===== src/rtl/mc_pkg.sv =====
// mc_pkg: shared encodings for the multicycle MIPS core.
//   - opcode / funct constants of the supported instruction subset
//   - state_t   : main control FSM states
//   - alu_op_t  : ALU operations
//   - helpers   : funct legality, funct -> ALU op, 16-bit sign extension
package mc_pkg;

   localparam logic [5:0] OP_RTYPE = 6'h00;
   localparam logic [5:0] OP_J     = 6'h02;
   localparam logic [5:0] OP_BEQ   = 6'h04;
   localparam logic [5:0] OP_BNE   = 6'h05;
   localparam logic [5:0] OP_ADDI  = 6'h08;
   localparam logic [5:0] OP_LW    = 6'h23;
   localparam logic [5:0] OP_SW    = 6'h2B;

   localparam logic [5:0] FN_ADD   = 6'h20;
   localparam logic [5:0] FN_SUB   = 6'h22;
   localparam logic [5:0] FN_AND   = 6'h24;
   localparam logic [5:0] FN_OR    = 6'h25;
   localparam logic [5:0] FN_SLT   = 6'h2A;

   typedef enum logic [3:0] {
      FETCH,
      DECODE,
      EXEC_R,
      EXEC_I,
      MEMRD,
      MEMWR,
      WB_R,
      WB_I,
      WB_MEM,
      BRANCH,
      JUMP,
      HALT
   } state_t;

   typedef enum logic [2:0] {
      ALU_ADD,
      ALU_SUB,
      ALU_AND,
      ALU_OR,
      ALU_SLT
   } alu_op_t;

   function automatic logic funct_legal(input logic [5:0] funct);
      logic ok;
      case (funct)
         FN_ADD, FN_SUB, FN_AND, FN_OR, FN_SLT: ok = 1'b1;
         default:                                ok = 1'b0;
      endcase
      return ok;
   endfunction

   function automatic alu_op_t funct_to_alu(input logic [5:0] funct);
      alu_op_t op;
      case (funct)
         FN_SUB:  op = ALU_SUB;
         FN_AND:  op = ALU_AND;
         FN_OR:   op = ALU_OR;
         FN_SLT:  op = ALU_SLT;
         default: op = ALU_ADD;
      endcase
      return op;
   endfunction

   function automatic logic [31:0] sext16(input logic [15:0] imm);
      return {{16{imm[15]}}, imm};
   endfunction

endpackage


===== src/rtl/mc_alu.sv =====
// mc_alu: combinational 32-bit ALU. Arithmetic wraps; SLT is signed.
// Ports:
//   i_a, i_b : operands
//   i_op     : operation select (alu_op_t)
//   o_y      : result
module mc_alu
   import mc_pkg::*;
(
   input  logic [31:0] i_a,
   input  logic [31:0] i_b,
   input  alu_op_t     i_op,
   output logic [31:0] o_y
);

   always_comb begin
      o_y = i_a + i_b;
      case (i_op)
         ALU_ADD: o_y = i_a + i_b;
         ALU_SUB: o_y = i_a - i_b;
         ALU_AND: o_y = i_a & i_b;
         ALU_OR:  o_y = i_a | i_b;
         ALU_SLT: o_y = {31'b0, ($signed(i_a) < $signed(i_b))};
         default: o_y = i_a + i_b;
      endcase
   end

endmodule


===== src/rtl/mc_core.sv =====
// mc_core: multicycle MIPS core (datapath + main control FSM) talking to a
// unified instruction/data memory through a req/ready handshake.
//
// state  | meaning
// -------+-------------------------------------------------------------
// FETCH  | read instruction at PC; on completion IR<-rdata, PC<-PC+4
// DECODE | A<-rs, B<-rt, ALUOut<-branch target; dispatch on opcode
// EXEC_R | ALUOut <- A op B
// EXEC_I | ALUOut <- A + sext(imm)  (lw/sw address or addi result)
// MEMRD  | read at ALUOut; on completion MDR<-rdata
// MEMWR  | write B at ALUOut; retires on completion
// WB_R   | rd <- ALUOut, retire
// WB_I   | rt <- ALUOut, retire
// WB_MEM | rt <- MDR, retire
// BRANCH | PC <- ALUOut when beq/bne condition holds, retire
// JUMP   | PC <- {PC[31:28], IR[25:0], 00}, retire
// HALT   | illegal instruction seen; idle until reset
//
// Ports:
//   clk, reset (sync, active-high)
//   mem_req/mem_we/mem_addr/mem_wdata : request side, held stable until ready
//   mem_rdata/mem_ready               : response side
//   retire : one pulse in the last cycle of every completed instruction
//   halted : core stopped on an illegal instruction
//   pc_out : architectural PC
module mc_core
   import mc_pkg::*;
#(
   parameter int          ADDR_W   = 16,
   parameter logic [31:0] RESET_PC = 32'h0
) (
   input  logic              clk,
   input  logic              reset,
   output logic              mem_req,
   output logic              mem_we,
   output logic [ADDR_W-1:0] mem_addr,
   output logic [31:0]       mem_wdata,
   input  logic [31:0]       mem_rdata,
   input  logic              mem_ready,
   output logic              retire,
   output logic              halted,
   output logic [31:0]       pc_out
);

   state_t      r_state;
   state_t      w_next;

   logic [31:0] r_pc;
   logic [31:0] r_ir;
   logic [31:0] r_mdr;
   logic [31:0] r_a;
   logic [31:0] r_b;
   logic [31:0] r_alu_out;
   logic [31:0] r_rf [32];

   logic [5:0]  w_op;
   logic [4:0]  w_rs;
   logic [4:0]  w_rt;
   logic [4:0]  w_rd;
   logic [5:0]  w_funct;
   logic [31:0] w_imm;

   logic [31:0] w_alu_a;
   logic [31:0] w_alu_b;
   alu_op_t     w_alu_op;
   logic [31:0] w_alu_y;

   logic        w_req;
   logic        w_retire;
   logic        w_take;
   logic [31:0] w_addr;
   logic        w_unused;

   assign w_op    = r_ir[31:26];
   assign w_rs    = r_ir[25:21];
   assign w_rt    = r_ir[20:16];
   assign w_rd    = r_ir[15:11];
   assign w_funct = r_ir[5:0];
   assign w_imm   = sext16(r_ir[15:0]);

   assign w_take  = (w_op == OP_BEQ) ? (r_a == r_b) : (r_a != r_b);

   // One ALU serves PC increment, branch-target and execute steps.
   always_comb begin
      w_alu_a  = r_a;
      w_alu_b  = r_b;
      w_alu_op = funct_to_alu(w_funct);
      case (r_state)
         FETCH: begin
            w_alu_a  = r_pc;
            w_alu_b  = 32'd4;
            w_alu_op = ALU_ADD;
         end
         DECODE: begin
            w_alu_a  = r_pc;
            w_alu_b  = {w_imm[29:0], 2'b00};
            w_alu_op = ALU_ADD;
         end
         EXEC_I: begin
            w_alu_a  = r_a;
            w_alu_b  = w_imm;
            w_alu_op = ALU_ADD;
         end
         default: ;
      endcase
   end

   mc_alu u_alu (
      .i_a  (w_alu_a),
      .i_b  (w_alu_b),
      .i_op (w_alu_op),
      .o_y  (w_alu_y)
   );

   always_ff @(posedge clk) begin
      if (reset) r_state <= FETCH;
      else       r_state <= w_next;
   end

   always_comb begin
      w_next   = r_state;
      w_req    = 1'b0;
      w_retire = 1'b0;
      case (r_state)
         FETCH: begin
            w_req = 1'b1;
            if (mem_ready) w_next = DECODE;
         end
         DECODE: begin
            case (w_op)
               OP_RTYPE:            w_next = funct_legal(w_funct) ? EXEC_R : HALT;
               OP_LW, OP_SW, OP_ADDI: w_next = EXEC_I;
               OP_BEQ, OP_BNE:      w_next = BRANCH;
               OP_J:                w_next = JUMP;
               default:             w_next = HALT;
            endcase
         end
         EXEC_R: w_next = WB_R;
         EXEC_I: begin
            if (w_op == OP_LW)      w_next = MEMRD;
            else if (w_op == OP_SW) w_next = MEMWR;
            else                    w_next = WB_I;
         end
         MEMRD: begin
            w_req = 1'b1;
            if (mem_ready) w_next = WB_MEM;
         end
         MEMWR: begin
            w_req = 1'b1;
            if (mem_ready) begin
               w_next   = FETCH;
               w_retire = 1'b1;
            end
         end
         WB_R, WB_I, WB_MEM, BRANCH, JUMP: begin
            w_next   = FETCH;
            w_retire = 1'b1;
         end
         HALT:    w_next = HALT;
         default: w_next = FETCH;
      endcase
   end

   always_ff @(posedge clk) begin
      if (reset) begin
         r_pc      <= RESET_PC;
         r_ir      <= '0;
         r_mdr     <= '0;
         r_a       <= '0;
         r_b       <= '0;
         r_alu_out <= '0;
         for (int i = 0; i < 32; i++) r_rf[i] <= '0;
      end else begin
         case (r_state)
            FETCH: begin
               if (mem_ready) begin
                  r_ir <= mem_rdata;
                  r_pc <= w_alu_y;
               end
            end
            DECODE: begin
               r_a       <= r_rf[w_rs];
               r_b       <= r_rf[w_rt];
               r_alu_out <= w_alu_y;
            end
            EXEC_R, EXEC_I: r_alu_out <= w_alu_y;
            MEMRD: begin
               if (mem_ready) r_mdr <= mem_rdata;
            end
            WB_R: begin
               if (w_rd != 5'd0) r_rf[w_rd] <= r_alu_out;
            end
            WB_I: begin
               if (w_rt != 5'd0) r_rf[w_rt] <= r_alu_out;
            end
            WB_MEM: begin
               if (w_rt != 5'd0) r_rf[w_rt] <= r_mdr;
            end
            BRANCH: begin
               if (w_take) r_pc <= r_alu_out;
            end
            JUMP: r_pc <= {r_pc[31:28], r_ir[25:0], 2'b00};
            default: ;
         endcase
      end
   end

   // Address sources do not move while a transfer waits: PC only updates on
   // fetch completion, ALUOut is untouched in the memory states.
   assign w_addr    = (r_state == FETCH) ? r_pc : r_alu_out;
   assign mem_addr  = {w_addr[ADDR_W-1:2], 2'b00};
   assign mem_wdata = r_b;
   assign w_unused  = ^w_addr;

   // Reset masks every strobe so a pending transfer is dropped cleanly.
   assign mem_req = w_req & ~reset;
   assign mem_we  = (r_state == MEMWR) & ~reset;
   assign retire  = w_retire & ~reset;
   assign halted  = (r_state == HALT) & ~reset;
   assign pc_out  = reset ? RESET_PC : r_pc;

endmodule


===== config.mk =====
export PLATFORM = sky130hd
export DESIGN_NAME = mc_core
export DESIGN_NICKNAME = d
export VERILOG_FILES = /design/src/rtl/mc_pkg.sv /design/src/rtl/mc_alu.sv /design/src/rtl/mc_core.sv
export SDC_FILE = /design/constraint.sdc
export NUM_CORES = 2
export LEC_CHECK = 0
export CORE_MARGIN = 5
export CORE_UTILIZATION = 50
export DETAILED_ROUTE_END_ITERATION = 10
export GPL_TIMING_DRIVEN = 0
export PLACE_DENSITY = 0.69
export SLEW_MARGIN = 20
export SYNTH_ARGS = -nofsm -noshare
export SYNTH_HDL_FRONTEND = slang
export SYNTH_SLANG_ARGS = --single-unit

===== constraint.sdc =====
create_clock -name clk -period 4.1 [get_ports clk]
set_input_delay 0.615 -clock clk [delete_from_list [all_inputs] [get_ports clk]]
set_output_delay 0.615 -clock clk [all_outputs]
set_load 0.05 [all_outputs]

---- Yosys cells after proc, flatten, opt, wreduce, memory -nomap -nowiden ----
Memories as Yosys holds them, arrays and structs flattened. A register that Yosys moved wholly into a read port is not among the register bits.
Index checks and enable logic that the tools add are counted.
storage, ports and cells
  register bits ........................... 132
  bits in writable memories ............... 1024
  output and inout port bits .............. 84
  word-level logic and storage cells ...... 117
  memories ................................ 1
memories
  name  words  width  rd ports  clocked after Yosys merged registers in  write ports  RTL line       RTL
  r_rf  32     32     2         2                                        32           mc_core.sv:54  logic [31:0] r_rf [32];
operators by class
  add/sub/neg operators ................... 2
  $lt $le $gt $ge ......................... 1
  eq/ne operators ......................... 32
  multiplexer cells ....................... 45
  bitwise logic cells ..................... 9
  reductions and logical operators ........ 21
operators by type and width
  cell                number
  $mux 32             7
  $pmux 32 s3         2
  $pmux 32 s4         1
  $reduce_or 32->1    2
  $eq 6x6->1 const B  7
  $add 32x32->32      1
  $and 32x32->32      1
  $eq 32x32->1        1
  $lt 32x32->1        1
  $ne 32x32->1        1
  $or 32x32->32       1
  $sub 32x32->32      1
  $pmux 4 s7          1
  $mux 1              21
  $eq 4x3->1 const B  4
  $eq 4x4->1 const B  4
  $mux 16             1
  $mux 4              4
  $pmux 4 s4          1
  $eq 6x3->1 const B  2
  $pmux 3 s4          1
  $reduce_or 3->1     4
  $mux 5              2
  $reduce_bool 5->1   2
  other kinds (23)    37

---- Depth between registers and ports, before layout ----
  word-level depth ........................ 8
  depth in mapped cells ................... 20

---- Modules after synthesis ----
From an unflattened synthesis, not the netlist that was laid out.
second synthesis, totals
  cells, all modules ...................... 5707
  area, all modules ....................... 67741.2 µm²
by module, submodules not included
  module   times used  cells each  area each (µm²)  sequential area each (µm²)
  mc_core  1           4933        62566.3          34673.3
  mc_alu   1           774         5175.0           0.0

---- Worst setup path before layout ----
OpenSTA, ideal clock, no wires.
  path kind ............................... register to register
  from .................................... register r_state[1]
  to ...................................... register r_pc[26]
  arrival ................................. 4.151 ns
  data required time ...................... 3.966 ns
  path slack .............................. -0.185 ns
  cell stages (with the launch flop) ...... 18
  path buffers ............................ 4
  cells stage by stage .................... dfxtp_1 -> buf_1 -> clkbuf_1 -> clkbuf_1 -> mux2i_1 -> o21ai_0 -> ha_1 -> buf_6 -> and2_4 -> o211ai_2 -> o21ai_1 -> or4_4 -> a221oi_4 -> o41a_2 -> or3_1 -> nand4_1 -> a222oi_1 -> a211oi_1
on the way
  cells in the longest elaborated chain, start to end .. 7
  elaborated cells on any way between the ends .. 25
  classes of those cells .................. 2 x add/sub; 10 x eq/ne; 6 x mux; 2 x bitwise; 5 x reduce/logical
ends and longest elaborated chain
  element                                                                     RTL line                    RTL
  start: declaration                                                          mc_core.sv:45               state_t r_state;
  start signal: assignment                                                    mc_core.sv:117              else r_state <= w_next;
  $eq 4x1->1, or another cell as far along                                    mc_core.sv:88               case (r_state)
  $reduce_or 2->1 (no source line) / $reduce_or 3->1 (equally long branches)  --
  $mux 32 / $mux 3 (equally long branches)                                    mc_core.sv:88
  $add 32x32->32, or another cell as far along                                mc_alu.sv:18, mc_alu.sv:23
  $pmux 32 s4                                                                 mc_alu.sv:17                case (i_op)
  $mux 32                                                                     mc_core.sv:176              if (mem_ready) begin
  $pmux 32 s3                                                                 mc_core.sv:174              case (r_state)
  end signal: assignment                                                      mc_core.sv:178              r_pc <= w_alu_y;
  end signal: assignment                                                      mc_core.sv:200              if (w_take) r_pc <= r_alu_out;
  end signal: assignment                                                      mc_core.sv:202              JUMP: r_pc <= {r_pc[31:28], r_ir[25:0], 2'b00};
  end: declaration                                                            mc_core.sv:48               logic [31:0] r_pc;
Parallel ways exist; a longest one is shown, timed or not. The select of a mux whose other input is x is not followed.
A chain may end at the register's enable or synchronous reset.

---- Final worst setup path ----
  from .................................... register r_state[3]
  to ...................................... register r_pc[26]
The elaborated chain is that of the path after synthesis.

==> out/metrics.cfg <==
[status]
status=complete, but fails checks
violations=setup timing

[pwr]
p_total_mw=55.0
peakVddDrop_uv=426
power_leakage_nw=24.7
power_density_nw_per_um2=720

[route]
routed-via-count=47300
wire_per_inst_um=31.6
drtPass1Iterations=6
drc_errors=0
drt_iter0_markers=6629
vias_per_cell=6.48
ant_nets=0
wirelength_um=231000

[logic_synthesis]
synth_top_area_share_pct=46.6
synth-seq-cells=1220
synth_area_um2=66000
synth-simple-area-share_pct=10.9
yosys.area_share.adder_pct=1.90
yosysTopAreaCell=edfxtp_1
synth_cell_type_count=98
ys.flop_type=edfxtp_1
ys_seq_area_share_pct=52.6
synth_compound_area_share_pct=5.93
ys_top_cells_by_area=edfxtp_1, mux4_2, nor2_1
ys_warn_count=0
synth_edf_count=1024
synth_top_family_by_area=multiplexers
synthXorXnorAreaFrac_pct=0.531
syn_inst=5082
avgSynthCellArea_um2=13.0
muxShareOfSynthArea_pct=24.5
async_flop_share_pct=0

[layout]
layout-drive-gt1-share_pct=24.1
final_nets=5579
area_growth_pct=15.9
fillers=10400
fin_util_pct=58.3
antennaDiodeCount=0
final_cell_mix=nor2_1, edfxtp_1, mux4_2
final_common_cell=nor2_1

[sta]
relSlewSlack_pct=19.5
hold_violations=0
tightest_slew_ns=1.21
fmax_ghz=0.229
skew_ns=0.0322
finalCriticalPeriod_ns=4.36
timing.hold.ws_ns=0.376
grt_setup_unrepaired=yes
setup_viol=85
setup_slack_ns=-0.260
fin_setup_tns_ns=-2.96
drv_slew=0
fin_crit_sh_pct=106

[die]
io_pins=119
start_util_pct=50.2
die_h_um=373
die_x_um=373
coreArea_um2=131000
num_rows=133
die_area_um2=139000

[worst_setup_path]
rr_worst_depth=20
crit_fanout=5
r2r_setup_slack_ns=-0.26
cp_data_arrival_time_ns=4.96
critPathKind=flop to flop
cp-start-kind=flop
r2r-end=r_pc[26]
worstPathRequired_ns=4.69
endpoint_kind=flop
timing.rr.start=r_state[3]

[min_path]
hold_depth=3
hold_class=input port to flop
hold_start=mem_ready
holdPathEnd=r_state[3]

[clocking]
cts-root-buf=clkbuf_16
cts_buffers=119
cts.sinks=1220
cts_tree=built
clk_pin_slew_worst_paths_ns=0.07
clk_path_buf_depth=3
cts_max_level=3
clk_latency_ns=0.74

[run]
drv_cap=0

[global_route]
track_usage_pct=32.5
grt_max_degree=27
antenna_found_initial=2
grt_overflow_total=0
grt_pass1_wl_um=327000
grt_pass1_vias=46800

[placed_design]
pre_cts_slack_ns=-2.25
place.gp.congestion=0.991
hpwl_um=187000
portBuffers=115

[critical path: stages (launching register included)]
cell and delay, ns:
dfxtp_2 0.34, buf_8 0.13, nor3_4 0.21, buf_12 0.16
buf_6 0.10, mux2_4 0.34, inv_4 0.08, ha_4 0.14
inv_2 0.04, fa_2 0.36, nand2b_4 0.10, a221oi_4 0.09
o311ai_4 0.35, a31oi_4 0.20, a211o_4 0.39, a21boi_2 0.14
mux2i_1 0.26, nand4_1 0.16, buf_6 0.17, a222oi_1 0.33
a211oi_1 0.12
[per-stage QoR]
stage               area [um2]  std cells
finish                   76500       7301
global route             76500       7301
CTS                      75600       7273
detailed placement       70400       7020
global placement         69400       6985
floorplan                66100       5115
[how the worst max path moves through the flow]
stage                     slack [ns]  depth (start not counted)        from  endpoint
final                          -0.26                         20  r_state[3]  r_pc[26]
after CTS                      -0.26                         20  r_state[3]  r_pc[26]
after global routing           -0.31                         20  r_state[3]  r_pc[26]
after floorplan                 0.06                         16  r_state[1]  r_pc[26]
after detailed placement       -2.25                         15  r_state[1]  r_pc[26]
after global placement         -2.49                         15  r_state[1]  r_pc[31]
[what timing repair did]
action,CTS,global route
pin swaps,38,52
gates resized for setup,214,170
buffers inserted,41,29
cloned,1,0
endpoints found under the setup margin,1744,589
hold buffers,0,0
[where the power goes]
| part | total [mW] | switching (mW) | leakage (nW) | internal [mW] |
|---|---|---|---|---|
| logic | 28.3 | 17.4 | 10.6 | 10.9 |
| registers | 15.6 | 1.22 | 12.2 | 14.4 |
| clock network | 11.1 | 4.82 | 1.95 | 6.32 |
| total | 55.0 | 23.4 | 24.7 | 31.6 |
[synth_stat cells (89+ instances only)]
library cell  count
a21oi_1         158
mux2i_1         120
nor2_1         1223
ha_1             96
clkbuf_1        374
nand2_1         271
dfxtp_1         196
buf_2            89
mux4_2          640
edfxtp_1       1024
a211oi_1        114
inv_1            94
[layout make-up]
type                            instances  area (um2)  area share (%)
Buffer                                488        2240            2.93
Clock buffer                          156        3430            4.49
Clock inverter                         65         524           0.685
Inverter                               97         377           0.492
Multi-Input combinational cell       3298       30300            39.6
Sequential cell                      1220       34700            45.3
Tap cell                             1755        2200            2.87
Timing Repair Buffer                  222        2740            3.59
[logic make-up after synthesis]
logic type | after synthesis
compound gates | 571
xor+xnor | 40
fa+ha+maj | 99
buf+inv | 597
flops | 1220
mux | 811
other cells | 1
simple gates | 1743
[registers in the layout, summed over array words and instances, names as in the netlist]
register   cells
r_rf        1024
mem_wdata     32
r_a           32
r_alu_out     32
r_ir          32
r_mdr         32
r_pc          32
r_state        4
[routing by layer]
layer	track usage [%]	wire length [um]
met1	39.7	79000
met3	6.25	24100
met2	54.3	112000
met4	18.7	15700
met5	0	13
(Power assumes the default switching activity.)
